$ cat src/rtl/tt_sweep_ctrl_pkg.sv
// Shared definitions for the truth-table sweep sequencer:
// FSM state encodings and table geometry.
package tt_sweep_ctrl_pkg;

    localparam int N_VEC = 16;
    localparam int TBL_W = 32;

    typedef enum logic [1:0] {
        ST_IDLE  = 2'd0,
        ST_APPLY = 2'd1,
        ST_DONE  = 2'd2
    } state_t;

endpackage

$ cat src/rtl/tt_sweep_cnt.sv
// Vector index and settle-time counters for the sweep engine.
// Raises the sample strobe on the last hold cycle of each vector.
module tt_sweep_cnt
    import tt_sweep_ctrl_pkg::*;
#(
    parameter int HOLD_CYCLES = 2
) (
    input  logic       clk,
    input  logic       rst_n,
    input  logic       clear,
    input  logic       enable,
    output logic [3:0] idx,
    output logic       sample,
    output logic       last_vec
);

    localparam logic [3:0] HOLD_LAST = 4'(HOLD_CYCLES - 1);
    localparam logic [3:0] IDX_LAST  = 4'(N_VEC - 1);

    logic [3:0] hold_cnt;

    assign sample   = enable && (hold_cnt == HOLD_LAST);
    assign last_vec = (idx == IDX_LAST);

    // idx stops at the last vector; the FSM leaves APPLY on that strobe
    always_ff @(posedge clk or negedge rst_n) begin
        if (!rst_n) begin
            idx      <= '0;
            hold_cnt <= '0;
        end else if (clear) begin
            idx      <= '0;
            hold_cnt <= '0;
        end else if (enable) begin
            if (sample) begin
                hold_cnt <= '0;
                if (!last_vec) begin
                    idx <= idx + 4'd1;
                end
            end else begin
                hold_cnt <= hold_cnt + 4'd1;
            end
        end
    end

endmodule

$ cat src/rtl/tt_sweep_ctrl.sv
// Self-test sequencer: sweeps all 16 input vectors of a 4-in/2-out gate
// network, captures f/g per vector and compares against a golden table.
module tt_sweep_ctrl
    import tt_sweep_ctrl_pkg::*;
#(
    parameter int HOLD_CYCLES = 2
) (
    input  logic             clk,
    input  logic             rst_n,
    input  logic             start,
    input  logic [TBL_W-1:0] exp_table,
    input  logic             f_in,
    input  logic             g_in,
    output logic             a,
    output logic             b,
    output logic             c,
    output logic             d,
    output logic             busy,
    output logic             done,
    output logic [TBL_W-1:0] result,
    output logic [4:0]       err_cnt,
    output logic [3:0]       first_err,
    output logic             pass
);

    if (HOLD_CYCLES < 1 || HOLD_CYCLES > 15) begin : g_bad_hold
        $error("tt_sweep_ctrl: HOLD_CYCLES must be within 1..15");
    end

    state_t     state;
    state_t     state_next;
    logic       start_ok;
    logic       cnt_clear;
    logic       cnt_enable;
    logic [3:0] idx;
    logic       sample;
    logic       last_vec;
    logic [1:0] exp_pair;
    logic       mismatch;
    logic [4:0] err_next;

    tt_sweep_cnt #(
        .HOLD_CYCLES(HOLD_CYCLES)
    ) u_cnt (
        .clk     (clk),
        .rst_n   (rst_n),
        .clear   (cnt_clear),
        .enable  (cnt_enable),
        .idx     (idx),
        .sample  (sample),
        .last_vec(last_vec)
    );

    // The counter register drives the network directly; it is zero whenever idle
    assign {a, b, c, d} = idx;

    assign start_ok   = (state == ST_IDLE) && start;
    assign cnt_clear  = start_ok || (state == ST_DONE);
    assign cnt_enable = (state == ST_APPLY);

    assign exp_pair = exp_table[2*idx +: 2];
    assign mismatch = ({f_in, g_in} != exp_pair);
    assign err_next = err_cnt + {4'd0, mismatch};

    always_ff @(posedge clk or negedge rst_n) begin
        if (!rst_n) begin
            state <= ST_IDLE;
        end else begin
            state <= state_next;
        end
    end

    always_comb begin
        state_next = state;
        case (state)
            ST_IDLE:  if (start) state_next = ST_APPLY;
            ST_APPLY: if (sample && last_vec) state_next = ST_DONE;
            ST_DONE:  state_next = ST_IDLE;
            default:  state_next = ST_IDLE;
        endcase
    end

    // pass is settled on the same edge as the final capture so it is valid with done
    always_ff @(posedge clk or negedge rst_n) begin
        if (!rst_n) begin
            busy      <= 1'b0;
            done      <= 1'b0;
            result    <= '0;
            err_cnt   <= '0;
            first_err <= '0;
            pass      <= 1'b0;
        end else begin
            done <= 1'b0;
            if (start_ok) begin
                busy      <= 1'b1;
                result    <= '0;
                err_cnt   <= '0;
                first_err <= '0;
                pass      <= 1'b0;
            end else if (sample) begin
                result[2*idx +: 2] <= {f_in, g_in};
                if (mismatch) begin
                    err_cnt <= err_next;
                    if (err_cnt == 5'd0) begin
                        first_err <= idx;
                    end
                end
                if (last_vec) begin
                    busy <= 1'b0;
                    done <= 1'b1;
                    pass <= (err_next == 5'd0);
                end
            end
        end
    end

endmodule
$ cat config.mk
export PLATFORM = sky130hd
export DESIGN_NAME = tt_sweep_ctrl
export DESIGN_NICKNAME = d
export VERILOG_FILES = /design/src/rtl/tt_sweep_ctrl_pkg.sv /design/src/rtl/tt_sweep_cnt.sv /design/src/rtl/tt_sweep_ctrl.sv
export SDC_FILE = /design/constraint.sdc
export NUM_CORES = 1
export LEC_CHECK = 0
export BUFFER_PORTS_ARGS = -buffer_cell sky130_fd_sc_hd__buf_2
export CORE_ASPECT_RATIO = 0.8
export CORE_MARGIN = 2
export CORE_UTILIZATION = 57
export CTS_CLUSTER_DIAMETER = 200
export CTS_CLUSTER_SIZE = 30
export DETAILED_ROUTE_END_ITERATION = 16
export HOLD_SLACK_MARGIN = 0.02
export PLACE_DENSITY_LB_ADDON = 0.2
export SLEW_MARGIN = 10
export SYNTH_ARGS = -nofsm -noshare
export SYNTH_HDL_FRONTEND = slang
export SYNTH_SLANG_ARGS = --single-unit
export TNS_END_PERCENT = 10
$ cat constraint.sdc
create_clock -name clk -period 6.8 [get_ports clk]
set_clock_uncertainty 0.15 [all_clocks]
set_input_delay 1.36 -clock clk [delete_from_list [all_inputs] [get_ports clk]]
set_output_delay 1.36 -clock clk [all_outputs]
set_load 0.01 [all_outputs]
==> reports/qor.csv, run 1 <==
metric;value;unit
powerDensity;418.5;mW/mm2
cts.sink_count;54;
syn_to_final_growth;16.34;%
ys_types;51;
maxCapViolations;0;
finalMaxSlewViolations;0;
rsz0062_at_grt;false;
synth_area_leaders;dfrtp_1, nand2_1, mux4_1;
drt-total-wl;7688;um
cp_cell_sequence;buf_2 > mux4_2 > a22oi_1 > and3_1 > xor2_2 > nand2_1 > ha_1 > ha_1 > nand3_1 > xor2_1 > nand4_1 > o21ai_0;
vias_per_cell;6.006;
timing.hold.ws;0.3427;ns
vdd_drop_max;0.2450;mV
share_comb_of_total_power;0.508;
drive_gt1_frac;0.2765;
die-area;0.006192;mm2
tightest_slew;0.9029;ns
max_freq;281.2;MHz
dp_hpwl;5592;um
worstSetupPathType;input pin to flop;
clk_pin_slew;0.09;ns
worst-path-buf-inv;1;
yosys_most_used_dff;dfrtp_1;
yosysTopAreaCell;dfrtp_1;
min_period;3.556;ns
netSwitchingFraction;0.4489;
clk_path_buf_depth;2;
synth_top_area_frac;0.4252;
row_count;24;
ant_nets;0;
leakagePower;1.728;nW
grt_pass1_wl;12810;um
worst-path-max-fanout;4;
drc;0;
hold_viol_final;0;
cts_tree;done;
p_clk_frac;0.138;
overflow;0;
avgSynthCellArea;9.630;um2
worst_skew_pair.late_latency;0.31;ns
grt_max_degree;55;
p_int;0.0008527;W
yosysSeqAreaShare;0.4252;
finalCritPeriodShare;0.5230;
fin_nets;448;
startpoint_type;input pin;
cpPeakStageDelay;0.46;ns
arrival;3.64;ns
cts_setup_buffers;0;
hold_start;result[6];
cts_resized;0;
timing.rr.start;u_cnt.idx[0];
seqPwrFrac;0.354;
p_sw;0.0006945;W
place.port_buffers;84;
syn_nets;374;
drt_pre_antenna_iters;5;
diodes;0;
status;completed;
grt_pass1_vias;2673;
grt_usage;0.2630;
cpMaxStageDelayCell;mux4_2;
worst_setup_path_end_kind;flop;
via_count;2823;
die_h;70.79;um
postSynth.asyncResetShare;1.000;
yosysMostFrequentCell;nand2_1;
die_w;87.48;um
cts_made_buffers;5;
crit_top_cell;ha_1;
root_buffer;clkbuf_8;
first_iter_violations;233;
setup_viol;0;
ctsHtreeMaxLevel;2;
synth_common_cells;nand2_1, dfrtp_1, a21oi_1, o21ai_0, nor2_1;
cts_hold_buf;0;
slew_headroom;0.3968;
synthCells;330;
antenna_found_initial;0;
fin_setup_tns;0;ns
start_util;0.5880;
hp-class;flop to flop;
synth_edf_count;0;
yosysWarnings;0;
required;6.88;ns
synth-seq-cells;54;
wl_per_cell;16.36;um
core;0.005405;mm2
netlist_area;0.003178;mm2
io_pins;85;
gp_congestion;0.8607;
crit_start;exp_table[10];
critical-path-top-delay-family;simple AND/OR/NAND/NOR gates;
## worst min-delay path, cell delays in order, from the launching register on
cell and delay, ns:
dfrtp_1 0.35, nand2_1 0.04, o21ai_0 0.07
## kinds of logic (layout without fill, tap and decap cells)
group	Yosys count	count (layout)	share of synthesized area
adders and majority gates	7	7	0.02756
buffers and inverters	29	104	0.04448
AOI/OAI and AO/OA	67	67	0.1402
DFF	54	54	0.4252
xor gates and xnor gates	8	8	0.02677
muxes	19	19	0.09764
and+or+nand+nor	146	146	0.2382
## path summary, 6_finish.rpt
| check | end | slack [ns] | cells past startpoint |
|---|---|---|---|
| worst max-delay path | pass | 3.24 | 12 |
| worst min-delay path | result[6] | 0.34 | 2 |
| worst max register to register | pass | 3.42 | 11 |
| worst min register to register | result[6] | 0.34 | 2 |
| max in group asynchronous | result[11] | 5.03 | 2 |
| min in group asynchronous | err_cnt[3] | 1.01 | 2 |
## routing by layer
metal	GRT usage	wire length, um	vias to the layer above
met5	0	0	-
met1	0.3911	3484	1364
met3	0.04901	523	13
met4	0.07863	107	0
met2	0.3948	3573	110
li1	-	-	1336
## registers in the layout, summed over array words and instances (netlist names)
signal	flops
result	32
u_cnt.idx	4
u_cnt.hold_cnt	4
first_err	4
done	1
err_cnt	5
state	2
pass	1
busy	1
## final cells by class
cell class / instances / area (um2)
Sequential cell: 54 / 1351
Clock buffer: 7 / 76.32
Multi-Input combinational cell: 247 / 1685
Inverter: 10 / 37.54
Tap cell: 65 / 81.33
Timing Repair Buffer: 86 / 435.4
Fill cell: 456 / 1708
Clock inverter: 1 / 30.03
## cell usage in the layout, fill, tap and decap left out, types with 3 or more instances in the layout
cell      instances
a21oi_1          21
a22o_1            4
a32o_1            8
and2_1            3
and3_1            3
buf_2            84
clkbuf_8          5
dfrtp_1          54
ha_1              7
inv_1             9
mux2i_1          10
mux4_1            5
mux4_2            3
nand2_1          55
nand2b_1          5
nand3_1          17
nand4_1           4
nor2_1           20
nor3_1           11
nor3b_1           4
o21ai_0          21
or3_1             7
xor2_1            4
## power by group through the flow
stage          Combinational, W  Sequential, W  Clock, W
2_1_floorplan          0.000591       0.000530         0
3_3_place_gp           0.000757       0.000548         0
3_5_place_dp           0.000776       0.000554         0
4_1_cts                0.000782       0.000548  0.000216
5_1_grt                0.000869       0.000569  0.000230
6_report               0.000786       0.000548  0.000213
## per-stage QoR
stage / instances / util / worst slack [ns] / cell area, um2 / power, W
2_1_floorplan: 330 / - / 3.247 / 3178 / 0.001121
3_3_place_gp: 462 / 0.6644 / 3.046 / 3591 / 0.001305
3_5_place_dp: 462 / 0.6644 / 2.944 / 3591 / 0.001330
4_1_cts: 470 / 0.6840 / 3.268 / 3697 / 0.001546
5_1_grt: 470 / 0.6840 / 3.111 / 3697 / 0.001668
6_report: 470 / 0.6840 / 3.244 / 3697 / 0.001547
Power figures use the tool's default switching activity.
==> inputs of run 2 (changes only) <==
CORE_UTILIZATION = 48   (was 57)
clock period = 3.1 ns   (was 6.8 ns; I/O delays follow)
==> run 2 against run 1 <==
Critical path depth stayed put. Combinational power rose to 2.5 times the previous value. Via count shrank 0.60%. Final cell count rose by 7.0%. Worst hold slack worse by 0.22 ns. Worst setup slack worse by 3.1 ns. First-iteration DRC count shrank 18%. Total power up 130%. Core utilization down 8.0 points. Critical path type is now flop to flop.
==> reports/qor.csv, run 2 (synthesized netlist as in run 1, its figures left out) <==
metric;value;unit;change
hp-class;input pin to async pin;;
start_util;0.4959;;-0.09206
row_count;26;;+8.3%
finalMaxSlewViolations;0;;unchanged
hold_viol_final;0;;unchanged
wl_per_cell;15.54;um;-5.0%
fin_ws;0.1734;ns;-3.070 ns
min_period;2.927;ns;
cp.depth;12;;unchanged
required;3.18;ns;-3.70 ns
status;completed;;
root_buffer;clkbuf_8;;
grt_max_degree;24;;-56%
fin_area;0.003874;mm2;+4.8%
arrival;3.01;ns;-0.63 ns
leakagePower;1.812;nW;+4.9%
grt_pass1_vias;2761;;+3.3%
diodes;0;;unchanged
vias_per_cell;5.579;;-7.1%
final_cell_mix;buf_2, nand2_1, dfrtp_1;;
fin_setup_tns;0;ns;unchanged
cpMaxStageDelayCell;mux4_1;;
cts_tree;done;;
drc;0;;unchanged
die_w;94.98;um;+8.6%
finalCritPeriodShare;0.9441;;
drt-total-wl;7816;um;+1.7%
ff_latch_area;0.001353;mm2;about the same
top_regs;result (32), err_cnt (5);;
critical-path-top-delay-family;simple AND/OR/NAND/NOR gates;;
multi_input_area;0.001705;mm2;+1.2%
utilization;0.6045;;-0.07958
cts_made_buffers;5;;unchanged
io_pins;85;;unchanged
final_common_cell;buf_2;;
vdd_drop_max;0.5166;mV;+110%
largest-register;result;;
drive_gt1_frac;0.3126;;+0.03611
powerDensity;931.5;mW/mm2;+120%
syn_to_final_growth;21.89;%;
via_count;2806;;-0.60%
cts.sink_count;54;;unchanged
cp_cell_sequence;buf_12 > mux4_1 > a22oi_1 > and3_2 > xor2_2 > nand2_1 > ha_1 > ha_1 > nand3_1 > xor2_2 > nand4_1 > o21ai_0;;
largest_reg_flops;32;;unchanged
worst-path-max-fanout;5;;+1
dp_hpwl;5733;um;+2.5%
cpPeakStageDelay;0.55;ns;+0.09 ns
setup_viol;0;;unchanged
first_iter_violations;191;;-18%
grt_usage;0.2296;;-0.03335
clk_path_buf_depth;2;;unchanged
ctsHtreeMaxLevel;2;;unchanged
slew_headroom;0.6559;;+0.2591
worst_setup_path_end_kind;flop;;
drt_pre_antenna_iters;4;;-1
clk_pin_slew;0.10;ns;about the same
fin_nets;463;;+3.3%
core;0.006409;mm2;+19%
rr_worst_depth;12;;+1
post-place-ws;-0.05424;ns;-2.998 ns
tightest_slew;0.5161;ns;-0.3867 ns
antenna_found_initial;0;;unchanged
die_h;76.78;um;+8.5%
overflow;0;;unchanged
maxCapViolations;0;;unchanged
num-fill-cells;566;;+24%
ant_nets;0;;unchanged
place.port_buffers;84;;unchanged
gp_congestion;0.9331;;+8.4%
post_dp_cell_area;0.003697;mm2;+3.0%
grt_pass1_wl;13340;um;+4.1%
max_freq;341.7;MHz;
worst_skew_pair.late_latency;0.30;ns;about the same
worstSetupPathType;flop to flop;;
die-area;0.007292;mm2;+18%
worst-path-buf-inv;1;;unchanged
startpoint_type;flop;;
==> run 2: through the flow <==
step,std cells,power [W],hold slack [ns]
finish,503,0.003608,0.1218
global route,503,0.003896,0.1610
CTS,499,0.003507,0.1444
detailed placement,492,0.003010,0.3222
global placement,492,0.002980,0.3243
floorplan,330,0.002459,0.1744
==> run 2: layout make-up <==
type / instances / area share
multi-input cells: 247 / 0.4402
flip-flops and latches: 54 / 0.3492
repair buffers: 101 / 0.1447
well taps: 84 / 0.02713
clock buffers: 6 / 0.02132
inverters: 10 / 0.009690
clock inverters: 1 / 0.007752
==> run 2: path summary, 6_finish.rpt <==
check                              from           end  slack, ns
max in group asynchronous         rst_n  u_cnt.idx[0]       2.04
setup reg to reg           u_cnt.idx[0]          pass       0.17
hold reg to reg               result[6]     result[6]       0.34
setup / recovery           u_cnt.idx[0]          pass       0.17
hold / removal                    rst_n          done       0.12
min in group clk              result[6]     result[6]       0.34
==> run 2: routing by layer <==
| layer | vias to the layer above | wire (um) | global-route usage |
|---|---|---|---|
| li1 | 1370 | - | - |
| met1 | 1346 | 3755 | 0.3408 |
| met2 | 83 | 3523 | 0.3440 |
| met3 | 7 | 474 | 0.05010 |
| met4 | 0 | 63 | 0.05362 |
| met5 | - | 0 | 0 |
==> run 2: timing repair <==
item,CTS,global route
hold buffers,0,0
endpoints found under the hold margin,0,0
pin swaps,0,1
setup buffers,0,4
endpoints found under the setup margin,2,2
resized for setup,1,4
gates cloned,0,0
==> run 2: report_power, final <==
part	internal [W]	switching (W)
clock	0.000259	0.000229
sequential	0.000915	0.000227
combinational	0.000860	0.00112
==> run 2: worst register-to-register path, cell delays in order, from the launching register on <==
cell and delay [ns]:
dfrtp_2 0.40, buf_12 0.12, mux4_1 0.55, a22oi_1 0.15
and3_2 0.26, xor2_2 0.21, nand2_1 0.08, ha_1 0.22
ha_1 0.23, nand3_1 0.13, xor2_2 0.16, nand4_1 0.10
o21ai_0 0.09
